### src/rtl/sevenseg_pkg.sv
// rtl/sevenseg_pkg.sv - shared types, constants and hex decode for the seven-segment scanner
// Contents: seg7_t (segments {g,f,e,d,c,b,a}, active-low), SEG_BLANK, hex_to_seg().
package sevenseg_pkg;

    typedef logic [6:0] seg7_t;

    localparam seg7_t SEG_BLANK = 7'h7F;

    // Active-low decode; lower-case glyphs for b and d keep them distinct from 8 and 0.
    function automatic seg7_t hex_to_seg(input logic [3:0] nib);
        seg7_t s;
        s = SEG_BLANK;
        case (nib)
            4'h0: s = 7'b1000000;
            4'h1: s = 7'b1111001;
            4'h2: s = 7'b0100100;
            4'h3: s = 7'b0110000;
            4'h4: s = 7'b0011001;
            4'h5: s = 7'b0010010;
            4'h6: s = 7'b0000010;
            4'h7: s = 7'b1111000;
            4'h8: s = 7'b0000000;
            4'h9: s = 7'b0010000;
            4'hA: s = 7'b0001000;
            4'hB: s = 7'b0000011;
            4'hC: s = 7'b1000110;
            4'hD: s = 7'b0100001;
            4'hE: s = 7'b0000110;
            4'hF: s = 7'b0001110;
            default: s = SEG_BLANK;
        endcase
        return s;
    endfunction

endpackage

### src/rtl/sevenseg_scan_if.sv
// rtl/sevenseg_scan_if.sv - control and display bundle for sevenseg_scan
// Driver side: en, load, value_in (digit 0 = [3:0]), dp_in.
// Display side: seg, dp, an (all active-low), frame_start.
// modport master = driver/bench, modport slave = sevenseg_scan.
interface sevenseg_scan_if #(
    parameter int NUM_DIGITS = 4
);
    import sevenseg_pkg::*;

    logic                    en;
    logic                    load;
    logic [4*NUM_DIGITS-1:0] value_in;
    logic [NUM_DIGITS-1:0]   dp_in;
    seg7_t                   seg;
    logic                    dp;
    logic [NUM_DIGITS-1:0]   an;
    logic                    frame_start;

    modport master (
        output en, load, value_in, dp_in,
        input  seg, dp, an, frame_start
    );

    modport slave (
        input  en, load, value_in, dp_in,
        output seg, dp, an, frame_start
    );

endinterface

### src/rtl/sevenseg_prescaler.sv
// rtl/sevenseg_prescaler.sv - slot prescaler and digit counter for the scanner
// Inputs : clk, rst (sync, active-high), en (0 holds both counters at 0).
// Outputs: index (current digit), slot_blank (anti-ghost window),
//          slot_first (digit 0, cycle 0), frame_boundary (last cycle of last digit).
module sevenseg_prescaler #(
    parameter int NUM_DIGITS   = 4,
    parameter int DIV_CYCLES   = 1000,
    parameter int BLANK_CYCLES = 1,
    localparam int IW = (NUM_DIGITS > 1) ? $clog2(NUM_DIGITS) : 1,
    localparam int PW = $clog2(DIV_CYCLES)
) (
    input  logic          clk,
    input  logic          rst,
    input  logic          en,
    output logic [IW-1:0] index,
    output logic          slot_blank,
    output logic          slot_first,
    output logic          frame_boundary
);

    localparam logic [PW-1:0] PRESC_LAST = PW'(DIV_CYCLES - 1);
    localparam logic [IW-1:0] IDX_LAST   = IW'(NUM_DIGITS - 1);

    logic [PW-1:0] presc;
    logic [IW-1:0] idx;
    logic          slot_end;

    assign slot_end = (presc == PRESC_LAST);

    always_ff @(posedge clk) begin
        if (rst || !en) begin
            presc <= '0;
            idx   <= '0;
        end else if (slot_end) begin
            presc <= '0;
            idx   <= (idx == IDX_LAST) ? '0 : idx + 1'b1;
        end else begin
            presc <= presc + 1'b1;
        end
    end

    generate
        if (BLANK_CYCLES == 0) begin : g_no_blank
            assign slot_blank = 1'b0;
        end else begin : g_blank
            assign slot_blank = (presc < PW'(BLANK_CYCLES));
        end
    endgenerate

    assign index          = idx;
    assign slot_first     = (presc == '0) && (idx == '0);
    assign frame_boundary = en && slot_end && (idx == IDX_LAST);

endmodule

### src/rtl/sevenseg_scan.sv
// rtl/sevenseg_scan.sv - N-digit multiplexed common-anode seven-segment driver
// Ports: clk, rst (sync, active-high), bus (sevenseg_scan_if.slave):
//        en, load, value_in, dp_in in; seg, dp, an, frame_start out (registered).
// Optional macro SEVENSEG_LZB_EN: leading-zero blanking of the segments.
module sevenseg_scan
    import sevenseg_pkg::*;
#(
    parameter int NUM_DIGITS   = 4,
    parameter int DIV_CYCLES   = 1000,
    parameter int BLANK_CYCLES = 1
) (
    input  logic clk,
    input  logic rst,
    sevenseg_scan_if.slave bus
);

    localparam int IW = (NUM_DIGITS > 1) ? $clog2(NUM_DIGITS) : 1;
    localparam int VW = 4 * NUM_DIGITS;

    logic [IW-1:0] index;
    logic          slot_blank;
    logic          slot_first;
    logic          frame_boundary;

    sevenseg_prescaler #(
        .NUM_DIGITS   (NUM_DIGITS),
        .DIV_CYCLES   (DIV_CYCLES),
        .BLANK_CYCLES (BLANK_CYCLES)
    ) u_prescaler (
        .clk            (clk),
        .rst            (rst),
        .en             (bus.en),
        .index          (index),
        .slot_blank     (slot_blank),
        .slot_first     (slot_first),
        .frame_boundary (frame_boundary)
    );

    logic [VW-1:0]         pend_val, act_val;
    logic [NUM_DIGITS-1:0] pend_dp,  act_dp;

    // While disabled every cycle acts as a frame boundary, so re-enable
    // always starts from the most recent load.
    always_ff @(posedge clk) begin
        if (rst) begin
            pend_val <= '0;
            pend_dp  <= '0;
            act_val  <= '0;
            act_dp   <= '0;
        end else begin
            if (bus.load) begin
                pend_val <= bus.value_in;
                pend_dp  <= bus.dp_in;
            end
            if (frame_boundary || !bus.en) begin
                act_val <= bus.load ? bus.value_in : pend_val;
                act_dp  <= bus.load ? bus.dp_in    : pend_dp;
            end
        end
    end

    logic [3:0] nib;
    logic       lz_blank;

    assign nib = act_val[{index, 2'b00} +: 4];

`ifdef SEVENSEG_LZB_EN
    // Highest non-zero digit; stays 0 for an all-zero value so digit 0 always shows.
    logic [IW-1:0] msd;

    always_comb begin
        msd = '0;
        for (int i = 1; i < NUM_DIGITS; i++) begin
            if (act_val[4*i +: 4] != 4'h0) begin
                msd = IW'(i);
            end
        end
    end

    assign lz_blank = (index > msd);
`else
    assign lz_blank = 1'b0;
`endif

    seg7_t                 seg_d,  seg_q;
    logic                  dp_d,   dp_q;
    logic [NUM_DIGITS-1:0] an_d,   an_q;
    logic                  fs_q;

    // Blanked digits still drive their anode so slot timing and dp are unchanged.
    always_comb begin
        seg_d = SEG_BLANK;
        dp_d  = 1'b1;
        an_d  = '1;
        if (bus.en && !slot_blank) begin
            an_d  = ~(NUM_DIGITS'(1) << index);
            seg_d = lz_blank ? SEG_BLANK : hex_to_seg(nib);
            dp_d  = ~act_dp[index];
        end
    end

    always_ff @(posedge clk) begin
        if (rst) begin
            seg_q <= SEG_BLANK;
            dp_q  <= 1'b1;
            an_q  <= '1;
            fs_q  <= 1'b0;
        end else begin
            seg_q <= seg_d;
            dp_q  <= dp_d;
            an_q  <= an_d;
            fs_q  <= bus.en && slot_first;
        end
    end

    assign bus.seg         = seg_q;
    assign bus.dp          = dp_q;
    assign bus.an          = an_q;
    assign bus.frame_start = fs_q;

endmodule

### src/flat_wrapper.sv
// flat-port wrapper written by rule: the top's interface ports become plain ports
module sevenseg_scan_flat import sevenseg_pkg::*;
#(
    parameter int NUM_DIGITS   = 4,
    parameter int DIV_CYCLES   = 1000,
    parameter int BLANK_CYCLES = 1
)
  (clk, rst, bus_en, bus_load, bus_value_in, bus_dp_in, bus_seg, bus_dp, bus_an, bus_frame_start);
  sevenseg_scan_if #(.NUM_DIGITS(NUM_DIGITS)) bus_i ();
  input  logic clk;
  input  logic rst;
  input wire logic [$bits(bus_i.en)-1:0] bus_en;
  input wire logic [$bits(bus_i.load)-1:0] bus_load;
  input wire logic [$bits(bus_i.value_in)-1:0] bus_value_in;
  input wire logic [$bits(bus_i.dp_in)-1:0] bus_dp_in;
  output wire logic [$bits(bus_i.seg)-1:0] bus_seg;
  output wire logic [$bits(bus_i.dp)-1:0] bus_dp;
  output wire logic [$bits(bus_i.an)-1:0] bus_an;
  output wire logic [$bits(bus_i.frame_start)-1:0] bus_frame_start;
  assign bus_i.en = bus_en;
  assign bus_i.load = bus_load;
  assign bus_i.value_in = bus_value_in;
  assign bus_i.dp_in = bus_dp_in;
  assign bus_seg = bus_i.seg;
  assign bus_dp = bus_i.dp;
  assign bus_an = bus_i.an;
  assign bus_frame_start = bus_i.frame_start;
  sevenseg_scan #(.NUM_DIGITS(NUM_DIGITS), .DIV_CYCLES(DIV_CYCLES), .BLANK_CYCLES(BLANK_CYCLES)) u_core (.clk(clk), .rst(rst), .bus(bus_i));
endmodule
### config.mk
export PLATFORM = sky130hd
export DESIGN_NAME = sevenseg_scan_flat
export DESIGN_NICKNAME = d
export VERILOG_FILES = /design/src/rtl/sevenseg_pkg.sv /design/src/rtl/sevenseg_scan_if.sv /design/src/rtl/sevenseg_prescaler.sv /design/src/rtl/sevenseg_scan.sv /design/src/flat_wrapper.sv
export SDC_FILE = /design/constraint.sdc
export NUM_CORES = 1
export LEC_CHECK = 0
export BUFFER_PORTS_ARGS = -buffer_cell sky130_fd_sc_hd__buf_2
export CAP_MARGIN = 40
export CORE_ASPECT_RATIO = 1.75
export CORE_MARGIN = 3
export CORE_UTILIZATION = 43
export CTS_CLUSTER_SIZE = 16
export DETAILED_ROUTE_END_ITERATION = 6
export HOLD_SLACK_MARGIN = 0.12
export PLACE_DENSITY_LB_ADDON = 0.2
export SLEW_MARGIN = 40
export SYNTH_ARGS = -nofsm -noshare
export SYNTH_HDL_FRONTEND = slang
export SYNTH_SLANG_ARGS = --single-unit
### constraint.sdc
create_clock -name clk -period 4.3 [get_ports clk]
set_input_delay 0 -clock clk [delete_from_list [all_inputs] [get_ports clk]]
set_output_delay 0 -clock clk [all_outputs]
set_load 0.05 [all_outputs]
==> reports/qor.yml <==
timing:
  final.min_clock_period_ps: 2320
  setup_slack_ps: 1980
  fmax_mhz: 431
  finalHoldViolations: 0
  setup_viol: 0
  finalCritPeriodShare_pct: 53.9
  setup_tns_ps: 0
  max-slew-margin-rel_pct: 58.7
  hold_slack_ps: 230
  clock_skew_ps: 9.07
  rsz0062_at_grt: "no"
  worst_pin_slew_ps: 619
  drv_slew: 0
power_and_ir_drop:
  ir_drop_mv: 0.254
  powerDensity_nw_per_um2: 370
  p_leak_uw: 0.00141
  finalPower_uw: 1270
logic_synthesis:
  synthMuxAreaShare_pct: 15.6
  synth_compound_area_share_pct: 6.78
  synth_xor_area_share_pct: 3.72
  yosys.area_share.simple_pct: 17.9
  syn_nets: 330
  synth-async-reset-ratio_pct: 0
  synth_area_um2: 2830
  synth_area_leaders: "dfxtp_1 (46%), mux2i_1 (10%), ha_1 (5.8%)"
  yosys_warnings: 0
  seq_area_frac_synth_pct: 46.1
  ys.flop_type: "dfxtp_1"
  synth_edf_count: 0
  synthCells: 293
  synth_cell_types: 32
  synth_fa_ha_area_share_pct: 5.76
  avgSynthCellArea_um2: 9.64
  yosysTopAreaCellShare_pct: 46.1
  synth_top_family_by_area: "simple AND/OR/NAND/NOR gates"
  ys_seq_elements: 65
  yosysTopAreaCell: "dfxtp_1"
worst_setup_path:
  crit_path_cell_trace: "mux4_1 -> inv_1 -> ha_1 -> nor2_1 -> o31ai_1"
  r2r-start: "u_core.u_prescaler.index[0]$_SDFFE_PP0N_"
  crit_required_ps: 4540
  cpMaxStageDelayCell: "mux4_1"
  r2r_end: "u_core.bus.seg[0]$_SDFF_PP1_"
  cp_max_fo: 13
  worstPathBufferInverterCount: 1
  rrSetupSlack_ps: 1980
  r2r_cells: 5
  cp_slowest_stage_delay_ps: 770
  crit_arrival_ps: 2560
  crit_path_start_kind: "flop"
  end_kind: "flop"
  path_delay_family: "multiplexers"
  path_class: "reg2reg"
final_layout:
  nets: 383
  n_antenna_cell: 0
  syn_to_final_growth_pct: 21.8
  drive_gt1_share_pct: 16.0
  finish.utilization_pct: 54.8
detailed_routing:
  drc_errors: 0
  dr.pass1.iters: 4
  ant_nets: 0
  vias: 2082
  viasPerCell: 4.84
  wl_per_cell_um: 12.2
  wl_mm: 5.24
  drtIter0Drc: 130
die:
  rows: 38
  coreArea_um2: 6280
  dieArea_um2: 7620
  die_x_um: 67.3
  io_pins: 37
  die_y_um: 113
  start_util_pct: 45.0
grt:
  gr-usage-all-layers_pct: 15.4
  grt_remaining_overflow: 0
  grt_pass1_vias: 2045
  grt_max_degree: 42
  grt_pass1_wl_mm: 8.89
  antenna_found_initial: 0
clock_tree:
  clk_latency_ps: 340
  numCtsBuffers: 9
  htree_num_levels: 3
  cts_tree: "built"
  clkTransAtPathRegs_ps: 70
  max-clock-path-buffers: 2
  cts-root-buf: "clkbuf_8"
  ctsResizeCount: 0
  clock-sinks: 65
placement:
  dp_hpwl_mm: 3.59
  io_buffers: 36
  place_ws_ps: 2020
  gp_congestion: 0.795
status:
  status: "finished, final reports clean"
worst_hold_path:
  hold_path_class: "in2reg"
  hold_depth: 2
  holdPathEnd: "u_core.pend_val[4]$_SDFF_PP0_"
  hp-start: "rst"
flow_run:
  drv_cap: 0
## sequential cells by signal (all words and copies together), names as in the netlist
| name | cells |
|---|---|
| u_core.act_val | 16 |
| u_core.bus.seg | 7 |
| u_core.u_prescaler.presc | 10 |
| u_core.bus.dp | 1 |
| u_core.pend_val | 16 |
| u_core.act_dp | 4 |
| u_core.pend_dp | 4 |
| u_core.bus.an | 4 |
| u_core.bus.frame_start | 1 |
| u_core.u_prescaler.index | 2 |
## Yosys cell counts (3+ instances only)
master	instances
buf_2	5
xor2_1	7
ha_1	13
o221ai_1	4
nand2_1	34
nand2b_1	23
nor2_1	34
mux2i_1	29
nor3_1	4
dfxtp_1	65
o21ai_0	20
inv_1	11
xnor2_1	5
o211ai_1	3
clkbuf_1	7
nand3_1	5
mux4_1	3
nor4_1	3
## worst max-delay path by stage
stage                                                   from                           end  depth (start not counted)
CTS                 u_core.u_prescaler.index[0]$_SDFFE_PP0N_  u_core.bus.seg[0]$_SDFF_PP1_                          5
global route        u_core.u_prescaler.index[0]$_SDFFE_PP0N_  u_core.bus.seg[0]$_SDFF_PP1_                          5
finish              u_core.u_prescaler.index[0]$_SDFFE_PP0N_  u_core.bus.seg[0]$_SDFF_PP1_                          5
floorplan           u_core.u_prescaler.index[0]$_SDFFE_PP0N_  u_core.bus.seg[0]$_SDFF_PP1_                          6
global placement    u_core.u_prescaler.index[0]$_SDFFE_PP0N_  u_core.bus.seg[0]$_SDFF_PP1_                          5
detailed placement  u_core.u_prescaler.index[0]$_SDFFE_PP0N_  u_core.bus.seg[0]$_SDFF_PP1_                          5
## logic make-up after synthesis
kind of cell / count (synthesis)
adder cells (fa/ha/maj): 13
AO/OA/AOI/OAI: 32
buffers and inverters: 26
XOR/XNOR: 12
flip-flops: 65
AND/OR/NAND/NOR: 109
multiplexers: 36
## area by class of cell
class | count | area [µm²]
clock buffer | 12 | 155
clock inverter | 3 | 40.0
fill | 605 | 2840
inverter | 11 | 41.3
multi-input combinational | 202 | 1410
sequential | 65 | 1300
tap | 80 | 100
timing repair buffer | 57 | 390
## power breakdown
part           switching [µW]  total, µW  internal, µW
sequential               11.8        639           628
combinational            63.9        120          56.5
clock                     218        512           294
total                     294       1270           979
## timing repair
item,in CTS,in global routing
hold endpoints to repair,42,0
setup endpoints to repair,0,0
setup buffers,0,0
hold buffers,21,0
## metrics by stage
stage | std cells | instance area (µm²)
floorplan | 293 | 2830
global placement | 394 | 3030
detailed placement | 394 | 3040
CTS | 430 | 3440
global route | 430 | 3440
finish | 430 | 3440
## per-layer routing
| metal | global-route usage [%] | wire length [µm] | up-vias |
|---|---|---|---|
| li1 | - | - | 1095 |
| met1 | 17.0 | 2240 | 945 |
| met2 | 26.5 | 2700 | 33 |
| met3 | 4.87 | 200 | 9 |
| met4 | 6.10 | 102 | 0 |
| met5 | 0 | 0 | - |
## placed cells by master, fill, tap and decap left out, types with 3 or more instances in the layout
cell           synthesis  layout
mux4_1                 3       3
xor2_1                 7       7
nor3_1                 4       4
o21ai_0               20      20
nand2b_1              23      23
o211ai_1               3       3
nand2_1               34      34
nand3_1                5       5
inv_1                 11      11
dfxtp_1               65      65
nor2_1                34      34
mux2i_1               29      29
o221ai_1               4       4
xnor2_1                5       5
nor4_1                 3       3
clkbuf_8               0      11
dlygate4sd3_1          0      21
ha_1                  13      13
buf_2                  5      36
Power figures use the tool's default switching activity.
